File: src/rtl/vga_timing_gen.sv
`default_nettype none
// ============================================================================
// Module   : vga_timing_gen
// Purpose  : 640x480@60 VGA sync/blanking generator with 1-bit RGB pixel
//            output. Define VGA_TEST_PATTERN_EN for 8 colour bars instead of
//            the COLOR solid fill.
// Revision : 1.0 - initial release
// ============================================================================
module vga_timing_gen #(
    parameter int H_ACTIVE = 640,
    parameter int H_FP     = 16,
    parameter int H_SYNC   = 96,
    parameter int H_BP     = 48,
    parameter int V_ACTIVE = 480,
    parameter int V_FP     = 10,
    parameter int V_SYNC   = 2,
    parameter int V_BP     = 33
) (
    input  logic       clk,
    input  logic       rst_n,
    input  logic [2:0] color,
    output logic       hsync,
    output logic       vsync,
    output logic       active,
    output logic [9:0] x,
    output logic [9:0] y,
    output logic       frame_start,
    output logic       red,
    output logic       green,
    output logic       blue
);

    localparam int c_h_total = H_ACTIVE + H_FP + H_SYNC + H_BP;
    localparam int c_v_total = V_ACTIVE + V_FP + V_SYNC + V_BP;

    localparam logic [9:0] c_h_last   = 10'(c_h_total - 1);
    localparam logic [9:0] c_v_last   = 10'(c_v_total - 1);
    localparam logic [9:0] c_h_act    = 10'(H_ACTIVE);
    localparam logic [9:0] c_v_act    = 10'(V_ACTIVE);
    localparam logic [9:0] c_hs_start = 10'(H_ACTIVE + H_FP);
    localparam logic [9:0] c_hs_end   = 10'(H_ACTIVE + H_FP + H_SYNC);
    localparam logic [9:0] c_vs_start = 10'(V_ACTIVE + V_FP);
    localparam logic [9:0] c_vs_end   = 10'(V_ACTIVE + V_FP + V_SYNC);
`ifdef VGA_TEST_PATTERN_EN
    localparam logic [9:0] c_bar_w    = 10'(H_ACTIVE / 8);
`endif

    logic [9:0] r_h;
    logic [9:0] r_v;
    logic       r_hsync;
    logic       r_vsync;
    logic       r_active;
    logic [9:0] r_x;
    logic [9:0] r_y;
    logic       r_frame_start;
    logic [2:0] r_rgb;

    logic       w_h_last;
    logic       w_v_last;
    logic       w_active;
    logic [2:0] w_pix;

    assign w_h_last = (r_h == c_h_last);
    assign w_v_last = (r_v == c_v_last);
    assign w_active = (r_h < c_h_act) && (r_v < c_v_act);

`ifdef VGA_TEST_PATTERN_EN
    // Bar index only matters inside the visible area, where it is 0..7
    assign w_pix = 3'(r_h / c_bar_w);
`else
    assign w_pix = color;
`endif

    always_ff @(posedge clk or negedge rst_n) begin
        if (!rst_n) begin
            r_h <= 10'd0;
            r_v <= 10'd0;
        end else if (w_h_last) begin
            r_h <= 10'd0;
            r_v <= w_v_last ? 10'd0 : r_v + 10'd1;
        end else begin
            r_h <= r_h + 10'd1;
        end
    end

    // Outputs describe the pre-edge counter state, so all are mutually aligned
    always_ff @(posedge clk or negedge rst_n) begin
        if (!rst_n) begin
            r_hsync       <= 1'b1;
            r_vsync       <= 1'b1;
            r_active      <= 1'b0;
            r_x           <= 10'd0;
            r_y           <= 10'd0;
            r_frame_start <= 1'b0;
            r_rgb         <= 3'b000;
        end else begin
            r_hsync       <= !((r_h >= c_hs_start) && (r_h < c_hs_end));
            r_vsync       <= !((r_v >= c_vs_start) && (r_v < c_vs_end));
            r_active      <= w_active;
            r_x           <= r_h;
            r_y           <= r_v;
            r_frame_start <= (r_h == 10'd0) && (r_v == 10'd0);
            r_rgb         <= w_active ? w_pix : 3'b000;
        end
    end

    assign hsync       = r_hsync;
    assign vsync       = r_vsync;
    assign active      = r_active;
    assign x           = r_x;
    assign y           = r_y;
    assign frame_start = r_frame_start;
    assign red         = r_rgb[2];
    assign green       = r_rgb[1];
    assign blue        = r_rgb[0];

endmodule
`default_nettype wire

File: config.mk
export PLATFORM = sky130hd
export DESIGN_NAME = vga_timing_gen
export DESIGN_NICKNAME = d
export VERILOG_FILES = /design/src/rtl/vga_timing_gen.sv
export SDC_FILE = /design/constraint.sdc
export NUM_CORES = 1
export LEC_CHECK = 0
export BUFFER_PORTS_ARGS = -buffer_cell sky130_fd_sc_hd__buf_4
export CAP_MARGIN = 20
export CORE_UTILIZATION = 55
export CTS_CLUSTER_DIAMETER = 50
export DETAILED_ROUTE_END_ITERATION = 8
export GPL_TIMING_DRIVEN = 0
export PLACE_DENSITY = 0.76
export SLEW_MARGIN = 15
export SYNTH_ARGS = -nofsm -noshare
export SYNTH_HDL_FRONTEND = slang
export SYNTH_SLANG_ARGS = --single-unit
File: constraint.sdc
create_clock -name clk -period 3.5 [get_ports clk]
set_input_delay 0.35 -clock clk [delete_from_list [all_inputs] [get_ports clk]]
set_output_delay 0.35 -clock clk [all_outputs]
set_load 0.05 [all_outputs]
; Word level (Yosys, flattened, before mapping)
; Index checks and enable logic that the tools add are counted.
[totals]
n_memories = 0
in_bits = 5
regBits = 47
latch_bits = 0
out_inout_bits = 27
ramBits = 0
rom_bits = 0
[classes]
reduce_logical = 8
multipliers = 0
muxes = 3
div_mod_pow = 0
bitwise_logic = 0
shifts = 0
addsub = 2
n_eq_ne = 2
order_cmp = 6
[op_table]
columns = operator, n
row1 = $add 10x1->10 const B, 2
row2 = $eq 10x10->1 const B, 2
row3 = $logic_not 10->1, 2
row4 = $lt 10x10->1 const B, 2
row5 = $lt 10x9->1 const B, 2
row6 = $mux 10, 2
row7 = $ge 10x10->1 const B, 1
row8 = $ge 10x9->1 const B, 1
row9 = $logic_and 1x1->1, 4
row10 = $mux 3, 1
row11 = $logic_not 1->1, 2

; Logic depth before layout (Yosys ltp)
; Gate-level depths: netlist of run 1.
[depth]
depth_word = 3
mapped_depth = 6
depth_no_buf = 6

; Worst setup path before layout of run 1
; Ideal clock, no wire load.
[synth_timing]
kind = reg2reg
from = reg r_h[5]
to = reg r_v[3]
slack_ns = 1.569
period_less_slack_ns = 1.931
n_path_buf = 2
setup_ns = 0.083
path_stages_with_launch = 7
t_arrival_ns = 1.848
required_ns = 3.417
cell_sequence = dfrtp_1 -> buf_6 -> or3_4 -> or3_1 -> buf_2 -> or4_1 -> o21ai_0
[synth_via]
elab_chain_cells = 1
[synth_rtl]
columns = item, line_no
row1 = from (decl), 48  ; logic [9:0] r_h;
row2 = from (signal assigned), 82  ; r_h <= r_h + 10'd1;
row3 = $eq 10x10->1, 63  ; assign w_h_last = (r_h == c_h_last);
row4 = to (signal assigned), 80  ; r_v <= w_v_last ? 10'd0 : r_v + 10'd1;
row5 = to (decl), 49  ; logic [9:0] r_v;
; No other way between the ends.
; A chain may end at the register's enable or synchronous reset.

; Worst setup path in the final report of run 1
[layout_timing]
from = reg r_h[0]
to = reg r_v[9]
; Same word-level chain as after synthesis.

==> PnR_summary.wiki, run 1 <==
{| class="wikitable"
! Metric !! Value
|-
| Outcome || completed
|-
| Die H || 58.9 um
|-
| Total standard cell area after synthesis || 1780 um2
|-
| Worst setup slack for register-to-register paths || 1.20 ns
|-
| Critical path start-end classification || flip-flop to flip-flop
|-
| Length in cells of the worst reg-to-reg path || 5
|-
| Slowest stage delay, CP || 0.87 ns
|-
| Tightest Pin Transition || 1.01 ns
|-
| Max frequency || 0.435 GHz
|-
| Non-Filler Cell Area, Final || 2180 um2
|-
| Portion of synthesized cell area occupied by the leading cell type || 63.2%
|-
| Average cell area after synthesis || 12.1 um2
|-
| Number of slew-limit violations in the final report || 0
|-
| Sequential fraction of the synthesis area || 66.2%
|-
| Final clock skew || 0.00569 ns
|-
| First-pass GRT wire length || 4970 um
|-
| Number of nets still failing antenna checks after routing || 0
|-
| Initial DRC Count || 23
|-
| Hold Slack || 0.200 ns
|-
| Dpl cells || 222
|-
| Reg-to-reg critical path startpoint || r_h[0]$_DFF_PN0_
|-
| Slowest cell on the critical path || sky130_fd_sc_hd__nor3_1
|-
| Detailed placer's ending HPWL || 2020 um
|-
| Number of hold violations in the final report || 0
|-
| FILL cells || 234
|-
| Synth top cells by count || sky130_fd_sc_hd__dfrtp_1, sky130_fd_sc_hd__nand2_1, sky130_fd_sc_hd__nand3_1, sky130_fd_sc_hd__nor2_1, sky130_fd_sc_hd__o21ai_0
|-
| Num ports || 32
|-
| Static Leakage || 0.999 nW
|-
| # nets final || 195
|-
| Setup TNS after final layout || 0 ns
|-
| Placement row count || 20
|-
| Layout cells sized above 1 || 24.6%
|-
| Via count || 1,217
|-
| Number of inserted diodes || 0
|-
| Layout area overhead || 22.4%
|-
| Post-Layout Cell Count || 231
|-
| Total iterations of the first detailed-routing run || 4
|-
| Width of the die || 58.9 um
|-
| Endpoint kind of the worst setup timing path || flip-flop
|-
| Crit path cell chain || ha_1 > nand4_1 > nor3_1 > nand2_1 > o31ai_1
|-
| Number of antenna violations at the first check in global routing || 0
|-
| Number of design rule violations left after detail routing || 0
|-
| Max-Cap Viols || 0
|-
| Min Clock Period, post-route || 2.30 ns
|-
| Post-synth net total || 156
|-
| Met1 usage in global routing || 25.3%
|-
| Max VDD drop || 0.353 mV
|-
| Number of setup buffers added after CTS || 0
|-
| GRT Util Overall || 19.5%
|-
| Predominant post-synthesis flop cell || sky130_fd_sc_hd__dfrtp_1
|-
| Weighted congestion reported at the end of routability-driven placement || 0.819
|-
| Sequential Area || 1180 um2
|-
| Cell chosen for the clock root || sky130_fd_sc_hd__clkbuf_4
|-
| Required time at the worst-slack endpoint || 3.77 ns
|-
| Biggest fanout along the worst timing path || 9
|-
| Number of buffers inserted by port buffering || 31
|-
| Post-synthesis cell type count || 33
|-
| TritonCTS buffer count || 5
|-
| Yosys Warn Count || 0
|-
| Global-route track usage on met2 || 30.8%
|-
| Vias per std cell || 5.27
|-
| Global route overflow || 0
|-
| Worst Path Arrival || 2.57 ns
|-
| GRT Max-Usage Layer || met2
|-
| Floorplan core area || 3050 um2
|-
| Via count of the first global-routing pass || 1,110
|-
| CTS tree || done
|-
| Die area || 3470 um2
|-
| Number of sinks handled by clock tree synthesis || 47
|-
| Cells after synthesis || 147
|-
| Post-route setup slack || 1.20 ns
|-
| Path category of the worst min-delay check || input pin to flip-flop
|-
| Critical Path Start Type || flip-flop
|-
| Crit path launch || r_h[0]$_DFF_PN0_
|-
| Worst-case headroom to the max-slew limit || 32.3%
|-
| Number of failing setup endpoints in the final timing report || 0
|-
| Clock transition at the registers of the reported paths || 0.13 ns
|-
| Synth async-reset ratio || 100%
|-
| Starting density of the core || 58.4%
|-
| WL per Instance || 12.9 um
|-
| Share of the core filled with cells in the final layout || 71.4%
|-
| H-tree levels || 2
|-
| Worst setup endpoint || r_v[9]$_DFFE_PN0N_
|-
| Share of the clock period used by the worst path || 65.7%
|-
| Largest cells by area after synthesis || sky130_fd_sc_hd__dfrtp_1, sky130_fd_sc_hd__nand3_1, sky130_fd_sc_hd__dfstp_2
|-
| Total cell area at the placement stage || 2070 um2
|-
| Clock tree buffer depth || 2
|-
| Post-CTS Hold Fix Bufs || 1
|-
| Largest area contributor in the netlist || sky130_fd_sc_hd__dfrtp_1
|-
| Global-route track usage on met3 || 6.15%
|-
| Unrepaired setup endpoints after global routing || no
|-
| Clock network latency to the later pin of the worst-skew pair || 0.35 ns
|-
| Synth Register Bits || 47
|-
| Worst slack at placement || 1.21 ns
|-
| Resize count post-CTS || 0
|-
| Total Power || 0.954 mW
|-
| Multi-input logic area || 559 um2
|-
| Capture point of the worst reg-to-reg path || r_v[9]$_DFFE_PN0N_
|-
| Ratio of total power to cell area || 437 nW/um2
|-
| Wire length reported by the detailed router || 2980 um
|-
| EDFF count, synth || 0
|-
| Top-count cell post-synth || sky130_fd_sc_hd__dfrtp_1
|-
| Maximum number of pins on one net before global-route repair || 48
|}
==> layout by cell type (no fill, tap or decap), drive strengths merged <==
master	instances
dfstp	2
bufinv	2
o2bb2a	1
nor2	9
or4	3
or2	1
a41oi	1
xor2	4
dfrtp	45
o211ai	1
inv	6
nand2	14
nor2b	1
nor3	5
ha	4
nand3	12
a21oi	1
dlygate4sd3	1
mux2i	1
or3	3
clkbuf	7
o21ai	8
a211oi	1
o31ai	2
and4	1
nor4	2
xnor2	6
and2	4
buf	33
nand4	4
nor4b	1
a31oi	1
==> flip-flops by register name, summed over array words and instances (netlist names) <==
| name | count |
|---|---|
| r_h | 10 |
| r_v | 10 |
| x | 10 |
| y | 10 |
| r_rgb | 3 |
| active | 1 |
| frame_start | 1 |
| hsync | 1 |
| vsync | 1 |
==> how the worst min path moves through the flow <==
stage / slack [ns] / start / end / cells past startpoint
after global placement: 0.36 / r_h[6]$_DFF_PN0_ / x[6]$_DFF_PN0_ / 0
after CTS: 0.19 / color[1] / r_rgb[1]$_DFF_PN0_ / 2
after detailed placement: 0.38 / rst_n / y[7]$_DFF_PN0_ / 1
after global routing: 0.19 / color[1] / r_rgb[1]$_DFF_PN0_ / 2
after floorplan: 0.05 / rst_n / active$_DFF_PN0_ / 0
final: 0.20 / color[1] / r_rgb[1]$_DFF_PN0_ / 2
==> logic make-up (layout without fill, tap and decap cells) <==
group                    Yosys count  after routing  synth area share (%)
buffers and inverters              9             49                  2.46
adder cells (fa/ha/maj)            4              4                  2.81
flip-flops                        47             47                  66.2
multiplexers                       1              1                 0.562
AO/OA/AOI/OAI                     16             16                  5.62
XOR/XNOR                          10             10                  4.92
AND/OR/NAND/NOR                   60             60                  17.5
==> layer usage <==
metal / wire length [um] / vias up
met2: 1440 / 39
li1: - / 589
met5: 0 / -
met4: 41 / 0
met3: 155 / 5
met1: 1340 / 584
==> power by group <==
part	internal (mW)	switching, mW
Sequential	0.545	0.000427
Clock	0.223	0.162
Combinational	0.00662	0.0174
Total	0.774	0.179
==> cell type report <==
cell class	count	share of cell area, %
repair buffers	32	11.1
well taps	44	2.52
inverters	6	1.03
multi-input cells	91	25.6
clock inverters	2	2.75
clock buffers	6	1.89
flip-flops and latches	47	54.0
plain buffers	3	0.975
==> worst max-delay path: cells and delay by family, from the launching register on <==
kind	cells	cell delay (ns)
AOI/OAI and AO/OA	1	0.25
adders and majority gates	1	0.25
DFF	1	0.45
and+or+nand+nor	3	1.27
Note: power is estimated with default switching activity, not from simulation.
==> inputs of run 2 (changes only) <==
Settings changed: CORE_UTILIZATION 55 to 48, PLACE_DENSITY 0.76 to 0.7.
Clock period 3.5 ns to 2.1 ns, I/O delays scaled along.
==> run 2 against run 1 <==
  * Non-clock buffer count up 1
  * Via count is 1.6% lower
  * Power rose by 55%
  * Routed wire length increased by 7.5%
  * Global-route usage down 1.4 points
  * Sequential power grew 67%
  * Setup slack worse by 1.1 ns
  * Die area grew 14%
  * Utilization decreased by 7.3 points
  * Clock skew shrank 0.0012 ns
  * Register-to-register slack worse by 1.1 ns
==> PnR_summary.wiki, run 2 (same netlist as run 1, synthesis figures left out) <==
{| class="wikitable"
! Metric !! Value
|-
| Outcome || completed
|-
| Number of inserted diodes || 0 (unchanged)
|-
| Clock transition at the registers of the reported paths || 0.08 ns (-0.05 ns)
|-
| Num ports || 32 (unchanged)
|-
| Number of failing setup endpoints in the final timing report || 0 (unchanged)
|-
| Number of buffers inserted by port buffering || 31 (unchanged)
|-
| Critical Path Start Type || flip-flop
|-
| # nets final || 196 (+0.51%)
|-
| Layout cells sized above 1 || 27.8% (+3.2 points)
|-
| Width of the die || 62.9 um (+6.8%)
|-
| TritonCTS buffer count || 5 (unchanged)
|-
| Power share of the combinational group || 2.7% (+0.2 points)
|-
| Weighted congestion reported at the end of routability-driven placement || 0.806 (-1.5%)
|-
| Static Leakage || 1.02 nW (+1.9%)
|-
| Number of slew-limit violations in the final report || 0 (unchanged)
|-
| First-pass GRT wire length || 5440 um (+9.6%)
|-
| Number of antenna violations at the first check in global routing || 0 (unchanged)
|-
| Wire length reported by the detailed router || 3200 um (+7.5%)
|-
| Via count of the first global-routing pass || 1,186 (+6.8%)
|-
| H-tree levels || 2 (unchanged)
|-
| Detailed placer's ending HPWL || 2120 um (+4.8%)
|-
| Sequential Power Share || 61.3% (+4.1 points)
|-
| Leading cell types in the layout, fill and taps excluded || sky130_fd_sc_hd__dfrtp_1, sky130_fd_sc_hd__buf_4, sky130_fd_sc_hd__nand2_1, sky130_fd_sc_hd__nand3_1, sky130_fd_sc_hd__nor2_1
|-
| Min-Delay Path Depth || 2 (unchanged)
|-
| Starting density of the core || 51.8% (-6.6 points)
|-
| Power dissipated by switching net loads || 0.305 mW (+70%)
|-
| Cell chosen for the clock root || sky130_fd_sc_hd__clkbuf_8
|-
| Number of sinks handled by clock tree synthesis || 47 (unchanged)
|-
| Critical path start-end classification || flip-flop to flip-flop
|-
| Worst Path Arrival || 2.21 ns (-0.36 ns)
|-
| Required time at the worst-slack endpoint || 2.32 ns (-1.45 ns)
|-
| Clock tree buffer depth || 2 (unchanged)
|-
| Commonest non-fill, non-tap cell in the layout || sky130_fd_sc_hd__dfrtp_1
|-
| Biggest fanout along the worst timing path || 6 (-3)
|-
| CTS tree || done
|-
| Part of the total power dissipated in the clock network || 36.0% (-4.3 points)
|-
| GRT Util Overall || 18.1% (-1.4 points)
|-
| Endpoint kind of the worst setup timing path || flip-flop
|-
| Length in cells of the worst reg-to-reg path || 5 (unchanged)
|-
| Die H || 62.9 um (+6.8%)
|-
| Die area || 3960 um2 (+14%)
|-
| Total iterations of the first detailed-routing run || 4 (unchanged)
|-
| Number of nets still failing antenna checks after routing || 0 (unchanged)
|-
| Layout area overhead || 23.8%
|-
| Ratio of total power to cell area || 671 nW/um2 (+54%)
|-
| Clock network latency to the later pin of the worst-skew pair || 0.29 ns (-0.06 ns)
|-
| Final clock skew || 0.00445 ns (-0.00124 ns)
|-
| Tightest Pin Transition || 0.611 ns (-0.398 ns)
|-
| WL per Instance || 13.7 um (+6.6%)
|-
| Setup TNS after final layout || 0 ns (unchanged)
|-
| Floorplan core area || 3440 um2 (+13%)
|-
| Dpl cells || 224 (+0.90%)
|-
| Path category of the worst min-delay check || input pin to flip-flop
|-
| Switching Fraction || 20.6% (+1.7 points)
|-
| Post-Layout Cell Count || 233 (+0.87%)
|-
| Number of design rule violations left after detail routing || 0 (unchanged)
|-
| Number of hold violations in the final report || 0 (unchanged)
|-
| Initial DRC Count || 46 (+100%)
|-
| Global route overflow || 0 (unchanged)
|-
| Share of the clock period used by the worst path || 94.5% (+29 points)
|-
| Max VDD drop || 0.542 mV (+53%)
|-
| Worst-case headroom to the max-slew limit || 58.9% (+27 points)
|-
| Maximum number of pins on one net before global-route repair || 48 (unchanged)
|-
| Max frequency || 0.504 GHz (+16%)
|-
| Placement row count || 21 (+5.0%)
|-
| Via count || 1,197 (-1.6%)
|-
| Max-Cap Viols || 0 (unchanged)
|-
| Internal cell power || 1.18 mW (+52%)
|-
| Vias per std cell || 5.14 (-2.5%)
|-
| Min Clock Period, post-route || 1.99 ns (-0.314 ns)
|}
==> run 2: critical path: stages, from the launching register on <==
cell and delay (ns):
sky130_fd_sc_hd__dfrtp_2 0.42, sky130_fd_sc_hd__ha_2 0.23, sky130_fd_sc_hd__nand4_1 0.21, sky130_fd_sc_hd__or3_4 0.49
sky130_fd_sc_hd__or4_1 0.47, sky130_fd_sc_hd__o21ai_0 0.08
==> run 2: final timing paths <==
| path | startpoint | slack (ns) | to |
|---|---|---|---|
| setup / recovery | r_h[0]$_DFF_PN0_ | 0.11 | r_v[3]$_DFFE_PN0N_ |
| hold / removal | color[0] | 0.13 | r_rgb[0]$_DFF_PN0_ |
| setup reg to reg | r_h[0]$_DFF_PN0_ | 0.11 | r_v[3]$_DFFE_PN0N_ |
| hold reg to reg | r_h[6]$_DFF_PN0_ | 0.39 | x[6]$_DFF_PN0_ |
| max in group asynchronous | rst_n | 1.24 | r_h[0]$_DFF_PN0_ |
| min in group asynchronous | rst_n | 0.45 | y[5]$_DFF_PN0_ |
==> run 2: final cells by class <==
class                           instances  area, um2
Buffer                                  2       16.3
Clock buffer                            6       82.6
Clock inverter                          1       5.00
Fill cell                             287       1240
Inverter                                6       22.5
Multi-Input combinational cell         91        584
Sequential cell                        47       1180
Tap cell                               46       57.6
Timing Repair Buffer                   34        258
==> run 2: what timing repair did <==
item                       4_1_cts  5_1_grt
pin swaps                        0        1
setup endpoints to repair        6        7
buffers inserted                 0        2
gates resized for setup          2        4
hold buffers                     1        0
hold endpoints to repair        45        0
==> run 2: layer usage <==
| metal | wire length (um) | global-route usage [%] | up-vias |
|---|---|---|---|
| li1 | - | - | 582 |
| met1 | 1490 | 22.8 | 581 |
| met2 | 1500 | 29.6 | 29 |
| met3 | 155 | 4.93 | 5 |
| met4 | 53 | 7.27 | 0 |
| met5 | 0 | 0 | - |
==> run 2: power by group through the flow <==
stage | sequential, mW | clock (mW) | combinational (mW)
global placement | 0.926 | 0 | 0.0395
global route | 0.908 | 0.582 | 0.0456
floorplan | 0.937 | 0 | 0.00184
finish | 0.908 | 0.532 | 0.0406
detailed placement | 0.926 | 0 | 0.0406
CTS | 0.908 | 0.547 | 0.0424
==> run 2: metrics by stage <==
stage	total power [mW]	cell area [um2]	util [%]	hold WS, ns	worst slack (ns)
after floorplan	0.939	1780	-	-0.0856	0.169
after global placement	0.965	2070	60.2	0.232	-0.149
after detailed placement	0.966	2070	60.2	0.242	-0.176
after CTS	1.50	2180	63.2	0.126	0.0198
after global routing	1.54	2210	64.1	0.128	-0.0110
final	1.48	2210	64.1	0.127	0.114
